File: src/rtl/rx_sweep_ctrl.sv
// rx_sweep_ctrl
// Sequencer for one RX downconversion channel. It steps the NCO phase
// increment through a frequency sweep. After each step it throws away a
// programmable number of decimated-sample strobes so the channel can settle.
// It then averages 2^L decimated I/Q samples and hands out one result per
// sweep point over a valid/ready handshake.
//
// Ports
//   sys_clk, rst            clock, synchronous active-high reset
//   start, abort            sweep request (1 cycle) / terminate (priority)
//   cfg_phase_start/step    phase increment of point 0 / per-point step
//   cfg_npoints, cfg_settle number of points / strobes dropped per step
//   cfg_log2_avg            log2 of averaging length (clamped to MAXL)
//   ce_down, rx_x, rx_y     decimated strobe and signed I/Q samples
//   phase_inc               phase increment driven to the RX channel NCO
//   busy, done              sweep active / end-of-sweep pulse
//   res_valid, res_ready    result handshake
//   res_index, res_phase_inc, res_x, res_y   result payload
module rx_sweep_ctrl #(
   parameter int PW    = 19,
   parameter int RX_OW = 16,
   parameter int CW    = 16,
   parameter int MAXL  = 8
) (
   input  logic             sys_clk,
   input  logic             rst,
   input  logic             start,
   input  logic             abort,
   input  logic [PW-1:0]    cfg_phase_start,
   input  logic [PW-1:0]    cfg_phase_step,
   input  logic [CW-1:0]    cfg_npoints,
   input  logic [CW-1:0]    cfg_settle,
   input  logic [3:0]       cfg_log2_avg,
   input  logic             ce_down,
   input  logic [RX_OW-1:0] rx_x,
   input  logic [RX_OW-1:0] rx_y,
   output logic [PW-1:0]    phase_inc,
   output logic             busy,
   output logic             done,
   output logic             res_valid,
   input  logic             res_ready,
   output logic [CW-1:0]    res_index,
   output logic [PW-1:0]    res_phase_inc,
   output logic [RX_OW-1:0] res_x,
   output logic [RX_OW-1:0] res_y
);

   localparam int AW = RX_OW + MAXL;
   localparam int SW = MAXL + 1;
   localparam logic [3:0] MAXL_L = 4'(MAXL);

   localparam logic [1:0] S_IDLE   = 2'd0;
   localparam logic [1:0] S_SETTLE = 2'd1;
   localparam logic [1:0] S_ACCUM  = 2'd2;
   localparam logic [1:0] S_OUTPUT = 2'd3;

   logic [1:0]       state_q, state_d;
   logic [PW-1:0]    phaseInc_q, phaseInc_d;
   logic [PW-1:0]    phaseStep_q, phaseStep_d;
   logic [CW-1:0]    nPoints_q, nPoints_d;
   logic [CW-1:0]    settle_q, settle_d;
   logic [3:0]       log2Avg_q, log2Avg_d;
   logic [CW-1:0]    idx_q, idx_d;
   logic [CW-1:0]    settleCnt_q, settleCnt_d;
   logic [SW-1:0]    smpCnt_q, smpCnt_d;
   logic [AW-1:0]    accX_q, accX_d;
   logic [AW-1:0]    accY_q, accY_d;
   logic             busy_q, busy_d;
   logic             done_q, done_d;
   logic             resValid_q, resValid_d;
   logic [CW-1:0]    resIndex_q, resIndex_d;
   logic [PW-1:0]    resPhase_q, resPhase_d;
   logic [RX_OW-1:0] resX_q, resX_d;
   logic [RX_OW-1:0] resY_q, resY_d;

   logic [AW-1:0]    sumX, sumY;
   logic [AW-1:0]    avgX, avgY;
   logic [SW-1:0]    smpNext, smpTarget;
   logic [3:0]       log2Clamped;
   logic             lastPoint;

   // Datapath helpers: running sum including the current sample, and the
   // average as an arithmetic shift (floor division by 2^L). The accumulator
   // carries MAXL guard bits so 2^MAXL full-scale samples cannot overflow.
   always_comb begin
      sumX        = accX_q + {{MAXL{rx_x[RX_OW-1]}}, rx_x};
      sumY        = accY_q + {{MAXL{rx_y[RX_OW-1]}}, rx_y};
      avgX        = AW'($signed(sumX) >>> log2Avg_q);
      avgY        = AW'($signed(sumY) >>> log2Avg_q);
      smpNext     = smpCnt_q + SW'(1);
      smpTarget   = SW'(1) << log2Avg_q;
      log2Clamped = (cfg_log2_avg > MAXL_L) ? MAXL_L : cfg_log2_avg;
      lastPoint   = (idx_q == nPoints_q - CW'(1));
   end

   // Sweep sequencer: IDLE -> SETTLE -> ACCUM -> OUTPUT -> (SETTLE | IDLE).
   // Abort is applied last so it overrides whatever the state logic chose,
   // while leaving phase_inc at its current value.
   always_comb begin
      state_d     = state_q;
      phaseInc_d  = phaseInc_q;
      phaseStep_d = phaseStep_q;
      nPoints_d   = nPoints_q;
      settle_d    = settle_q;
      log2Avg_d   = log2Avg_q;
      idx_d       = idx_q;
      settleCnt_d = settleCnt_q;
      smpCnt_d    = smpCnt_q;
      accX_d      = accX_q;
      accY_d      = accY_q;
      done_d      = 1'b0;
      resValid_d  = resValid_q;
      resIndex_d  = resIndex_q;
      resPhase_d  = resPhase_q;
      resX_d      = resX_q;
      resY_d      = resY_q;

      case (state_q)
         S_IDLE: begin
            if (start && !abort) begin
               phaseStep_d = cfg_phase_step;
               nPoints_d   = cfg_npoints;
               settle_d    = cfg_settle;
               log2Avg_d   = log2Clamped;
               if (cfg_npoints == '0) begin
                  done_d = 1'b1;
               end else begin
                  phaseInc_d  = cfg_phase_start;
                  idx_d       = '0;
                  settleCnt_d = '0;
                  state_d     = S_SETTLE;
               end
            end
         end
         S_SETTLE: begin
            if (settleCnt_q == settle_q) begin
               accX_d   = '0;
               accY_d   = '0;
               smpCnt_d = '0;
               state_d  = S_ACCUM;
            end else if (ce_down) begin
               settleCnt_d = settleCnt_q + CW'(1);
            end
         end
         S_ACCUM: begin
            if (ce_down) begin
               if (smpNext == smpTarget) begin
                  resX_d     = avgX[RX_OW-1:0];
                  resY_d     = avgY[RX_OW-1:0];
                  resIndex_d = idx_q;
                  resPhase_d = phaseInc_q;
                  resValid_d = 1'b1;
                  state_d    = S_OUTPUT;
               end else begin
                  accX_d   = sumX;
                  accY_d   = sumY;
                  smpCnt_d = smpNext;
               end
            end
         end
         default: begin
            if (resValid_q && res_ready) begin
               resValid_d = 1'b0;
               if (lastPoint) begin
                  done_d  = 1'b1;
                  state_d = S_IDLE;
               end else begin
                  idx_d       = idx_q + CW'(1);
                  phaseInc_d  = phaseInc_q + phaseStep_q;
                  settleCnt_d = '0;
                  state_d     = S_SETTLE;
               end
            end
         end
      endcase

      if (abort && (state_q != S_IDLE)) begin
         state_d    = S_IDLE;
         resValid_d = 1'b0;
         done_d     = 1'b0;
         phaseInc_d = phaseInc_q;
      end

      busy_d = (state_d != S_IDLE);
   end

   // State and output registers with synchronous reset.
   always_ff @(posedge sys_clk) begin
      if (rst) begin
         state_q     <= S_IDLE;
         phaseInc_q  <= '0;
         phaseStep_q <= '0;
         nPoints_q   <= '0;
         settle_q    <= '0;
         log2Avg_q   <= '0;
         idx_q       <= '0;
         settleCnt_q <= '0;
         smpCnt_q    <= '0;
         accX_q      <= '0;
         accY_q      <= '0;
         busy_q      <= 1'b0;
         done_q      <= 1'b0;
         resValid_q  <= 1'b0;
         resIndex_q  <= '0;
         resPhase_q  <= '0;
         resX_q      <= '0;
         resY_q      <= '0;
      end else begin
         state_q     <= state_d;
         phaseInc_q  <= phaseInc_d;
         phaseStep_q <= phaseStep_d;
         nPoints_q   <= nPoints_d;
         settle_q    <= settle_d;
         log2Avg_q   <= log2Avg_d;
         idx_q       <= idx_d;
         settleCnt_q <= settleCnt_d;
         smpCnt_q    <= smpCnt_d;
         accX_q      <= accX_d;
         accY_q      <= accY_d;
         busy_q      <= busy_d;
         done_q      <= done_d;
         resValid_q  <= resValid_d;
         resIndex_q  <= resIndex_d;
         resPhase_q  <= resPhase_d;
         resX_q      <= resX_d;
         resY_q      <= resY_d;
      end
   end

   assign phase_inc     = phaseInc_q;
   assign busy          = busy_q;
   assign done          = done_q;
   assign res_valid     = resValid_q;
   assign res_index     = resIndex_q;
   assign res_phase_inc = resPhase_q;
   assign res_x         = resX_q;
   assign res_y         = resY_q;

endmodule

File: config.mk
export PLATFORM = sky130hd
export DESIGN_NAME = rx_sweep_ctrl
export DESIGN_NICKNAME = d
export VERILOG_FILES = /design/src/rtl/rx_sweep_ctrl.sv
export SDC_FILE = /design/constraint.sdc
export NUM_CORES = 1
export LEC_CHECK = 0
export ABC_CLOCK_PERIOD_IN_PS = 7200
export BUFFER_PORTS_ARGS = -buffer_cell sky130_fd_sc_hd__buf_4
export CAP_MARGIN = 10
export CORE_MARGIN = 10
export CORE_UTILIZATION = 55
export DETAILED_ROUTE_END_ITERATION = 8
export PLACE_DENSITY = 0.83
export SLEW_MARGIN = 20
export SYNTH_ARGS = -nofsm -noshare
export SYNTH_HDL_FRONTEND = slang
export SYNTH_SLANG_ARGS = --single-unit
export TNS_END_PERCENT = 10
File: constraint.sdc
create_clock -name sys_clk -period 7.2 [get_ports sys_clk]
set_input_delay 1.08 -clock sys_clk [delete_from_list [all_inputs] [get_ports sys_clk]]
set_output_delay 1.08 -clock sys_clk [all_outputs]
set_load 0.02 [all_outputs]
Word level (Yosys, flattened, before mapping)

Cells that the tools add are included.

Register bits: 235
Output and inout port bits: 89
Word-level logic and storage cells: 115

$add $sub $neg: 7
$lt $le $gt $ge: 1
Equality and inequality tests: 15
Shift-type cells: 3
Multiplexer cells: 45
Bitwise gates (word level): 4
Reductions and logical operators: 22

Operator list:

| cell                                                                  | number |
|---|---|
| 16-bit two-way mux                                                    | 8 |
| 24-bit two-way mux                                                    | 5 |
| 24-bit one-hot mux with 2 select lines                                | 2 |
| 19-bit two-way mux                                                    | 4 |
| 24-bit adder                                                          | 2 |
| 16-bit one-hot mux with 3 select lines                                | 1 |
| 24-bit by 4-bit >>> shifter with 16-bit output                        | 2 |
| 19-bit one-hot mux with 2 select lines                                | 1 |
| 16-bit by 1-bit adder with 16-bit output (second input constant)      | 2 |
| 16-bit equality test                                                  | 2 |
| 16-bit one-hot mux with 2 select lines                                | 1 |
| 9-bit two-way mux                                                     | 3 |
| 19-bit adder                                                          | 1 |
| 9-bit one-hot mux with 2 select lines                                 | 1 |
| 16-bit zero test                                                      | 1 |
| 2-bit != test (second input constant)                                 | 8 |
| 16-bit by 1-bit subtractor with 16-bit output (second input constant) | 1 |
| 2-bit two-way mux                                                     | 7 |
| 2-bit nonzero test                                                    | 5 |
| 9-bit by 1-bit adder with 9-bit output (second input constant)        | 1 |
| 9-bit equality test                                                   | 1 |
| 1-bit by 4-bit << shifter with 9-bit output (first input constant)    | 1 |
| 1-bit two-way mux                                                     | 8 |
| 4-bit AND reduction                                                   | 2 |
| 19 further kinds                                                      | 27 |

Longest topological paths before layout

Gate-level depths: netlist of the first run.

Depth after elaboration: 7
Depth in mapped cells: 14
Gate-level depth less buffers: 13

Worst setup path before layout of the first run

OpenSTA, ideal clock, no wires.

Kind: input to register
From: input port rx_y[0]
To: register resY_q[15] (netlist: res_y[15])
Library setup time: 0.132 ns
Arrival time: 3.979 ns
Required time: 7.068 ns
Path slack: 3.089 ns
Stages: 13
Buffers on the path: 0
Path through: ha_1 inv_1 fa_1 and2b_1 o2111ai_1 and3_1 o31ai_1 a211oi_1 o31a_2 xnor2_1 mux4_2 a211oi_1 nor3_1

Cells in the longest elaborated chain, start to end: 2

RTL lines:

| what                                           | line | text |
|---|---|---|
| start: declaration                             | 36   | `input logic [RX_OW-1:0] rx_y,` |
| 24-bit adder                                   | 87   | `sumY = accY_q + {{MAXL{rx_y[RX_OW-1]}}, rx_y};` |
| 24-bit by 4-bit >>> shifter with 16-bit output | 89   | `avgY = AW'($signed(sumY) >>> log2Avg_q);` |
| end signal: assignment                         | 226  | `resY_q <= resY_d;` |
| end: declaration                               | 74   | `logic [RX_OW-1:0] resY_q, resY_d;` |

Every way passes these cells.
A chain may end at the register's enable or synchronous reset.

Final worst setup path of the first run

From: register state_q[0]
To: register resY_q[7] (netlist: res_y[7])

Cells in the longest elaborated chain, start to end: 2

RTL lines:

| what                                 | line | text |
|---|---|---|
| start: declaration                   | 57   | `logic [1:0] state_q, state_d;` |
| start signal: assignment             | 209  | `state_q <= state_d;` |
| 2-bit equality test                  | 118  | `case (state_q)` |
| 3-bit AND reduction (no source line) | --   |  |

Every way passes these cells.

==> metrics.txt, run 1 <==
status complete, no violations; Via density 6.260; dpl hpwl 35800 um; Post-synth EDFFs 0; clock period minus worst slack 4.353 ns; GRT Resource Usage Total 0.2628; largest net degree at the start of global routing about 120; vias in the first global route 15.22k; final std cells w/o fill about 2.5k; dpl cells 2492; drt total wl approximately 50000 um; Critical Path End Type flop; Seq/Total Area, Yosys 0.2978; layout cells sized above 1 0.1561; most used flip-flop cell after synthesis dfxtp_1; nets 2330; largest family of logic cells by synthesized area simple AND/OR/NAND/NOR gates; top cell type by total area after synthesis dfxtp_1; H-tree depth 1; Worst Path Required approximately 7.6 ns; Final Util 0.6484; Worst Setup Path Type flop to flop; hold violation count in the final report 0; initial DRC count 1379; grt ovf 0; CP most frequent cell inv_1; cell count after synthesis 2022; Synth cell types 106; buffer count from post-CTS setup fixing 0; Pins Over Slew Limit 0; Core Footprint about 0.028 mm^2; clk sink count 235; MaxCap Viol Count 0; clock skew 0.01228 ns; Antenna Violating Nets Remaining 0; P&R area growth vs syn 15.30%; maximum VDD drop 0.1961 mV; Max stage delay on crit path just under 1 ns; Critical Path Source Type flop; xor and xnor area share after synthesis 0.05758; Mapped Nets 2210; Initial Utilization 0.5624; DRT Pass-1 Iters 6; Setup TNS 0 ns; CTS hold repair buffers 0; residual DRC count 0; mux share of post-synthesis cell area 0.08032; die area ~0.036 mm^2; CTS tree done; RSZ-0062 raised after global routing no; Core Rows 61; power density over the cells 213.2 mW/mm^2; Compound-Gate Fraction of Synth Area 0.2258; Ys Warns 0; worst min path class flop to flop; Synth Area in Simple Gates 0.2330; Worst-Margin Slew between 1 and 1.5 ns; final setup fails 0; leakage 0.007419 uW; routability congestion estimate slightly below 1; routed len/inst 19.55 um; worst hold slack ~0.45 ns; worst-path cell chain inv_1 > ha_2 > buf_4 > inv_1 > nor4_2 > o21ai_1 > a2111oi_4 > nand2_1 > o32a_1 > nor3b_1; post-route cell area between 0.015 and 0.02 mm^2; Port-buffer cells 200; top cells by area, synth dfxtp_1 (30%), a21oi_1 (7.8%), nand2_1 (7.7%); Clock Latency Late Sink about 0.55 ns; most frequent cell after synthesis nand2_1; Slew headroom 0.2766; total CTS buffers 26; Post-Synth Adder-Cell Area 0.06162; Longest Clk Path Bufs 3; I/O Pins 201; Vert. Die Dim about 190 um; Max stage delay cell, worst path a2111oi_4; initial antenna violation count 1; synth cell count leaders nand2_1 (323), a21oi_1 (246), dfxtp_1 (235); Root Buffer clkbuf_16; Placed Area 0.01739 mm^2; Post-Synthesis Cell Area between 0.015 and 0.02 mm^2; worst-path fanout max between 50 and 60; Worst-path clk slew 0.06 ns; Synth Register Bits 235; Die X 189.5 um; period utilisation layout 0.6046; first-pass GRT wire length 79680 um; fmax between 0.2 and 0.25 GHz; Synth async-reset ratio 0; via count 15.89k; PostCTS Resize Cnt 0; Synth top area share 0.2978; mean post-synth cell area 7.812 um^2; arrival time at the worst endpoint 4.75 ns
-- where the power goes --
part / switching, uW / internal [uW] / total [uW]
Combinational: 731 / 407 / 1140
Sequential: 69.8 / 1370 / 1440
Clock: 558 / 749 / 1310
-- final timing paths --
check	startpoint	end	slack, ns	cells after the start
worst max-delay path	state_q[0]$_SDFF_PP0_	res_y[7]$_SDFFE_PP0P_	2.85	10
worst min-delay path	res_phase_inc[12]$_SDFFE_PP0P_	res_phase_inc[12]$_SDFFE_PP0P_	0.45	2
worst max register to register	state_q[0]$_SDFF_PP0_	res_y[7]$_SDFFE_PP0P_	2.85	10
worst min register to register	res_phase_inc[12]$_SDFFE_PP0P_	res_phase_inc[12]$_SDFFE_PP0P_	0.45	2
-- cells in the final DEF, fill, tap and decap left out, drive strengths merged, types with 13 or more instances in the layout --
| master | n |
|---|---|
| nand2 | 323 |
| a21oi | 251 |
| dfxtp | 235 |
| buf | 216 |
| nor2 | 168 |
| o21ai | 83 |
| nand3 | 77 |
| ha | 73 |
| mux2i | 60 |
| xnor2 | 56 |
| xor2 | 47 |
| inv | 44 |
| clkbuf | 36 |
| nor3 | 34 |
| a211oi | 32 |
| a21o | 28 |
| and2 | 26 |
| mux4 | 24 |
| or3 | 23 |
| nand4 | 19 |
| nor4 | 19 |
| and3 | 18 |
| nor3b | 15 |
| or2 | 15 |
| o22ai | 13 |
-- layout make-up --
class / count / area, um^2
Tap cell: 378 / 473.0
Timing Repair Buffer: 216 / 1625
Antenna cell: 1 / 2.502
Fill cell: 2453 / 9874
Clock inverter: 9 / 86.33
Multi-Input combinational cell: 1618 / 10410
Sequential cell: 235 / 4705
Inverter: 45 / 168.9
Clock buffer: 36 / 738.2
-- layer usage --
metal | vias up | routed length [um] | GRT usage
li1 | 7549 | - | -
met1 | 7552 | 20800 | 0.3401
met2 | 677 | 22920 | 0.4279
met3 | 109 | 4007 | 0.03877
met4 | 0 | 1885 | 0.1105
met5 | - | 0 | 0
-- through the flow --
step,setup slack [ns],power (uW)
after global routing,2.630,4064
after CTS,2.867,3887
final,2.847,3884
after global placement,2.737,2560
after detailed placement,2.612,2584
after floorplan,3.089,2249
-- critical path, delay by kind of cell (launching register included) --
kind / cells / cell delay [ns]
simple gates: 3 / 1.00
flops: 1 / 0.38
compound gates: 3 / 1.63
fa+ha+maj: 1 / 0.18
buf+inv: 3 / 1.00
-- flip-flops by register name, summed over array words and instances (netlist names) --
signal	flops
accX_q	24
accY_q	24
busy	1
done	1
idx_q	16
log2Avg_q	4
nPoints_q	16
phaseStep_q	19
phase_inc	19
res_index	16
res_phase_inc	19
res_valid	1
res_x	16
res_y	16
settleCnt_q	16
settle_q	16
smpCnt_q	9
state_q	2
-- logic make-up (layout without fill, tap and decap cells) --
family / Yosys count / count (layout)
adders and majority gates: 76 / 76
buffers and inverters: 169 / 306
xor gates and xnor gates: 103 / 103
muxes: 95 / 95
AOI/OAI and AO/OA: 560 / 560
other: 0 / 1
and+or+nand+nor: 784 / 784
DFF: 235 / 235
Note: power is estimated with default switching activity, not from simulation.
==> run 2: changes to the inputs <==
Settings changed: ABC_AREA set to 1, ABC_CLOCK_PERIOD_IN_PS 7200 to 4000, CORE_UTILIZATION 55 to 54, PLACE_DENSITY 0.83 to 0.85.
Clock period 7.2 ns to 4 ns, I/O delays scaled along.
==> run 2 against run 1 <==
  * Routed wire length rose by 13%
  * Non-clock buffer count rose by 10
  * Sequential share of layout area fell by 1.8 points
  * Final area rose by 7.7%
  * Clock-buffer cell count fell by 3
  * Combinational power rose by 100%
  * Clock power rose by 110%
  * Core utilization fell by 1.1 points
  * Sequential cell count did not move
  * Largest power group is now the clock network
  * Setup slack got worse by 2.0 ns
==> metrics.txt, run 2 <==
Synth cell types 48 (-55%); Synth Register Bits 235 (unchanged); nets 3107 (+33%); maximum VDD drop 0.4127 mV (+110%); Via density 5.595 (-11%); PostCTS Resize Cnt 0 (unchanged); grt ovf 0 (unchanged); Port-buffer cells 200 (unchanged); Core Rows 64 (+4.9%); H-tree depth 1 (unchanged); first-pass GRT wire length 89810 um (+13%); synth cell count leaders nand2_1 (755), nor2_1 (323), nand3_1 (310); Setup TNS 0 ns (unchanged); drt total wl 56200 um (+13%); period utilisation layout 0.7770 (+0.1724); total CTS buffers 27 (+3.8%); commonest non-fill, non-tap cell in the layout nand2_1; most frequent cell after synthesis nand2_1; Critical Path Source Type flop; MaxCap Viol Count 0 (unchanged); Logic pwr share 0.296 (+0.003); Worst Setup Path Type flop to flop; routed len/inst 16.86 um (-14%); Vert. Die Dim 197.0 um (+4.0%); Worst Path Required 4.43 ns (-3.16 ns); mean post-synth cell area 6.069 um^2 (-22%); Sw Share 0.3565 (+0.006556); power density over the cells 393.4 mW/mm^2 (+84%); GRT Resource Usage Total 0.2782 (+0.01537); vias in the first global route 17.98k (+18%); CTS tree done; Seq/Total Area, Yosys 0.2781 (-0.01967); clock period minus worst slack 3.108 ns (-1.245 ns); Top Registers accX_q (24), accY_q (24); Reg power frac 0.346 (-0.024); DRT Pass-1 Iters 6 (unchanged); Synth async-reset ratio 0 (unchanged); most used flip-flop cell after synthesis dfxtp_1; internal power 4965 uW (+97%); routability congestion estimate 1.003 (+4.2%); initial DRC count 1561 (+13%); status complete, no violations; leakage 0.009407 uW (+27%); clock skew 0.01626 ns (+0.003982 ns); Initial Utilization 0.5500 (-0.01236); Longest Clk Path Bufs 3 (unchanged); Slew headroom 0.4869 (+0.2103); dpl hpwl 42770 um (+19%); Synth top area share 0.2781 (-0.01967); fmax 0.3217 GHz (+40%); Pins Over Slew Limit 0 (unchanged); initial antenna violation count 0 (-1); Ys Warns 0 (unchanged); residual DRC count 0 (unchanged); clk sink count 235 (unchanged); final setup fails 0 (unchanged); Worst-path clk slew 0.06 ns (about the same); ant diodes 0 (-1); Clock Latency Late Sink 0.56 ns (about the same); layout cells sized above 1 0.1042 (-0.05194); cell count after synthesis 2787 (+38%); top cells by area, synth dfxtp_1 (28%), nand2_1 (17%), nand3_1 (9.2%); Worst-Margin Slew 0.7685 ns (-0.3166 ns); Clock power frac 0.358 (+0.021); worst min path class input port to flop; most frequent cells in the layout nand2_1 (755), nor2_1 (322), nand3_1 (310), inv_1 (279), dfxtp_1 (235); P&R area growth vs syn 15.95%; largest net degree at the start of global routing 58 (-50%); Root Buffer clkbuf_16; via count 18.65k (+17%); top cell type by total area after synthesis dfxtp_1; worst hold slack 0.2624 ns (-0.1911 ns); Critical Path End Type flop; Die X 197.0 um (+4.0%); arrival time at the worst endpoint 3.54 ns (-1.21 ns); Post-synth EDFFs 0 (unchanged); buffer count from post-CTS setup fixing 0 (unchanged); RSZ-0062 raised after global routing no; die area 0.03880 mm^2 (+8.1%); Post-Synthesis Cell Area 0.01691 mm^2 (+7.1%); Antenna Violating Nets Remaining 0 (unchanged); hold violation count in the final report 0 (unchanged); Mapped Nets 2975 (+35%); CTS hold repair buffers 0 (unchanged); worst-path fanout max 36 (-32%); sw power 2751 uW (+100%); I/O Pins 201 (unchanged); Core Footprint 0.03075 mm^2 (+9.5%)
-- run 2: per-layer routing --
metal,track usage,vias to the layer above,share of wire
met3,0.04906,131,0.072
met1,0.3458,8466,0.43
met4,0.1079,0,0.041
met2,0.4697,702,0.46
met5,0.002551,-,0
li1,-,9354,-
-- run 2: cell type report --
type / instances / area [um^2]
sequential: 235 / 4705
inverter: 289 / 1086
timing repair buffer: 226 / 1722
multi-input combinational: 2140 / 10620
fill: 2974 / 11140
tap: 396 / 495.5
clock buffer: 33 / 748.2
clock inverter: 15 / 235.2
-- run 2: stage by stage --
| step | cell area [um^2] | setup slack, ns | power, uW | cells | utilization |
|---|---|---|---|---|---|
| global placement | 18630 | 1.045 | 4927 | 3286 | 0.6058 |
| global route | 19610 | 0.6469 | 8072 | 3334 | 0.6378 |
| CTS | 19610 | 0.9610 | 7713 | 3334 | 0.6378 |
| floorplan | 16910 | 1.413 | 4216 | 2787 | - |
| finish | 19610 | 0.8918 | 7715 | 3334 | 0.6378 |
| detailed placement | 18630 | 0.9987 | 4958 | 3286 | 0.6058 |
-- run 2: worst paths after layout --
path	slack (ns)	to	cells past startpoint	from
hold / removal	0.26	settle_q[3]$_SDFFE_PP0P_	3	cfg_settle[3]
setup / recovery	0.89	phase_inc[2]$_SDFFE_PP0P_	15	nPoints_q[0]$_SDFFE_PP0P_
setup reg to reg	0.89	phase_inc[2]$_SDFFE_PP0P_	15	nPoints_q[0]$_SDFFE_PP0P_
hold reg to reg	0.47	accY_q[13]$_SDFFE_PP0P_	2	accY_q[13]$_SDFFE_PP0P_
-- run 2: power by group through the flow --
stage | sequential, uW | combinational (uW) | clock [uW]
after detailed placement | 2720 | 2240 | 0
after global routing | 2690 | 2530 | 2860
after global placement | 2710 | 2220 | 0
after CTS | 2670 | 2260 | 2790
final | 2670 | 2280 | 2760
after floorplan | 2760 | 1450 | 0
-- run 2: cells by family (layout without fill, tap and decap cells) --
kind of cell             after synthesis  count (layout)  synth area share
flip-flops                           235             235            0.2781
buffers and inverters                412             563           0.09484
adder cells (fa/ha/maj)               76              76           0.05755
AO/OA/AOI/OAI                        437             437            0.1337
AND/OR/NAND/NOR                     1527            1527            0.3829
XOR/XNOR                              98              98           0.05164
multiplexers                           2               2          0.001184
-- run 2: worst max-delay path, stage by stage (launching register included) --
cell      delay, ns
dfxtp_1        0.31
inv_1          0.09
ha_1           0.22
nand3_1        0.11
nor2_1         0.19
nand2_1        0.13
nor2_1         0.17
nand2_1        0.10
xor2_1         0.18
nand3b_1       0.12
nor2_1         0.24
nand3_2        0.24
nand3_2        0.56
nand2_1        0.15
nand2_1        0.12
nor2_1         0.05
==> run 3: changes to the inputs <==
Settings changed: ABC_CLOCK_PERIOD_IN_PS 4000 to 3150, CORE_UTILIZATION 54 to 55, PLACE_DENSITY 0.85 to 0.83.
Clock period 4 ns to 3.15 ns, I/O delays scaled along.
==> run 3 against run 2 <==
  * First-iteration DRC count grew 3.7%
  * Worst hold slack lost 0.14 ns
  * Register-to-register slack lost 0.60 ns
  * Global-route usage shrank 0.19 points
==> metrics.txt, run 3 (synthesis gave the netlist of run 2 again) <==
Via density 5.578 (-0.30%); Worst Setup Path Type flop to flop; layout cells sized above 1 0.1071 (+0.002930); Slew headroom 0.4169 (-0.07005); P&R area growth vs syn 16.38%; Critical Path Source Type flop; most frequent cells in the layout nand2_1 (755), nor2_1 (322), nand3_1 (310), inv_1 (279), buf_4 (237); GRT Resource Usage Total 0.2763 (-0.001910); leakage 0.009462 uW (+0.58%); final setup fails 0 (unchanged); Antenna Violating Nets Remaining 0 (unchanged); Setup crit end res_phase_inc[3]$_SDFFE_PP0P_; FF-to-FF Start smpCnt_q[0]$_SDFFE_PP0P_; CTS tree done; Die X 195.4 um (-0.82%); worst min path class input port to flop; worst hold slack 0.1262 ns (-0.1362 ns); routability congestion estimate 1.004 (about the same); DRT Pass-1 Iters 6 (unchanged); flop-to-flop setup slack 0.30 ns (-0.60 ns); final std cells w/o fill 3348 (+0.42%); RSZ-0062 raised after global routing no; reg2reg path depth 11 (-4); via count 18.68k (+0.12%); initial DRC count 1618 (+3.7%); arrival time at the worst endpoint 3.34 ns (-0.20 ns); residual DRC count 0 (unchanged); drt total wl 55640 um (-0.99%); grt ovf 0 (unchanged); maximum VDD drop 0.4951 mV (+20%); Worst-path clk slew 0.06 ns (about the same); initial antenna violation count 1 (+1); H-tree depth 1 (unchanged); Worst Path Required 3.64 ns (-0.79 ns); period utilisation layout 0.9060 (+0.1289); hold violation count in the final report 0 (unchanged); Core Rows 64 (unchanged); I/O Pins 201 (unchanged); Top Registers accX_q (24), accY_q (24); worst r2r dst res_phase_inc[3]$_SDFFE_PP0P_; Critical Path End Type flop; Longest Clk Path Bufs 3 (unchanged); power density over the cells 486.8 mW/mm^2 (+24%); first-pass GRT wire length 89270 um (-0.61%); MaxCap Viol Count 0 (unchanged); Core Footprint 0.03043 mm^2 (-1.0%); die area 0.03817 mm^2 (-1.6%); status complete, no violations; nets 3122 (+0.48%); Initial Utilization 0.5558 (+0.005790); worst-path fanout max 109 (+200%); Port-buffer cells 200 (unchanged); dpl hpwl 42420 um (-0.83%); Vert. Die Dim 195.4 um (-0.82%); CP Launch Point smpCnt_q[0]$_SDFFE_PP0P_; Worst-Margin Slew 0.8747 ns (+0.1062 ns); clock period minus worst slack 2.854 ns (-0.2544 ns); routed len/inst 16.62 um (-1.4%); Root Buffer clkbuf_16; Setup TNS 0 ns (unchanged); dpl cells 3301 (+0.46%); commonest non-fill, non-tap cell in the layout nand2_1; Clock Latency Late Sink 0.57 ns (about the same); buffer count from post-CTS setup fixing 0 (unchanged); clk sink count 235 (unchanged); vias in the first global route 17.73k (-1.4%); clock skew 0.01776 ns (+0.001500 ns); largest net degree at the start of global routing 110 (+90%); Pins Over Slew Limit 0 (unchanged); total CTS buffers 27 (unchanged); fmax 0.3504 GHz (+8.9%)
[run 3: worst min-delay path by stage]
stage | from | to | slack, ns | cells past startpoint
after floorplan | accX_q[12]$_SDFFE_PP0P_ | accX_q[12]$_SDFFE_PP0P_ | 0.44 | 2
after global placement | accY_q[9]$_SDFFE_PP0P_ | accY_q[9]$_SDFFE_PP0P_ | 0.45 | 2
after detailed placement | accY_q[12]$_SDFFE_PP0P_ | accY_q[12]$_SDFFE_PP0P_ | 0.46 | 2
after CTS | cfg_phase_step[15] | phaseStep_q[15]$_SDFFE_PP0P_ | 0.11 | 3
after global routing | cfg_phase_step[3] | phaseStep_q[3]$_SDFFE_PP0P_ | 0.12 | 3
final | cfg_phase_step[15] | phaseStep_q[15]$_SDFFE_PP0P_ | 0.13 | 3
[run 3: layout make-up]
cell class | instances | area [um^2]
clock buffers | 37 | 773.2
clock inverters | 9 | 135.1
repair buffers | 241 | 1859
inverters | 289 | 1089
fillers | 2914 | 10750
diodes | 1 | 2.502
flip-flops and latches | 235 | 4705
well taps | 396 | 495.5
multi-input cells | 2140 | 10630
[run 3: critical path, stage by stage (launching register included)]
cell      delay (ns)
dfxtp_1         0.41
ha_1            0.25
nand3_1         0.15
nor2_2          0.15
nand3_1         0.15
xnor2_2         0.24
xor2_2          0.29
nand3b_2        0.24
nor2_4          0.16
buf_12          0.35
o21ai_0         0.17
a21oi_1         0.17
[run 3: stage by stage]
step	total power, uW	utilization	cell area (um^2)	worst slack (ns)
after floorplan	5354	-	16910	0.6908
after global placement	6290	0.6167	18770	0.3135
after detailed placement	6322	0.6167	18770	0.2679
after CTS	9593	0.6465	19670	0.3551
after global routing	10100	0.6469	19680	0.02298
final	9583	0.6469	19680	0.2963
[run 3: metal layers]
metal,global-route usage,share of wire,vias up
met2,0.4452,0.45,687
met4,0.1128,0.039,0
met1,0.3581,0.44,8462
met5,0,0,-
li1,-,-,9393
met3,0.04762,0.072,133
[run 3: where the power goes]
group	internal, uW	switching, uW
Sequential	3180	202
Clock	1950	1310
Combinational	1000	1930
[run 3: what timing repair did]
action | CTS | global route
endpoints found under the setup margin | 0 | 2
resized for setup | 0 | 2
hold buffers | 0 | 0
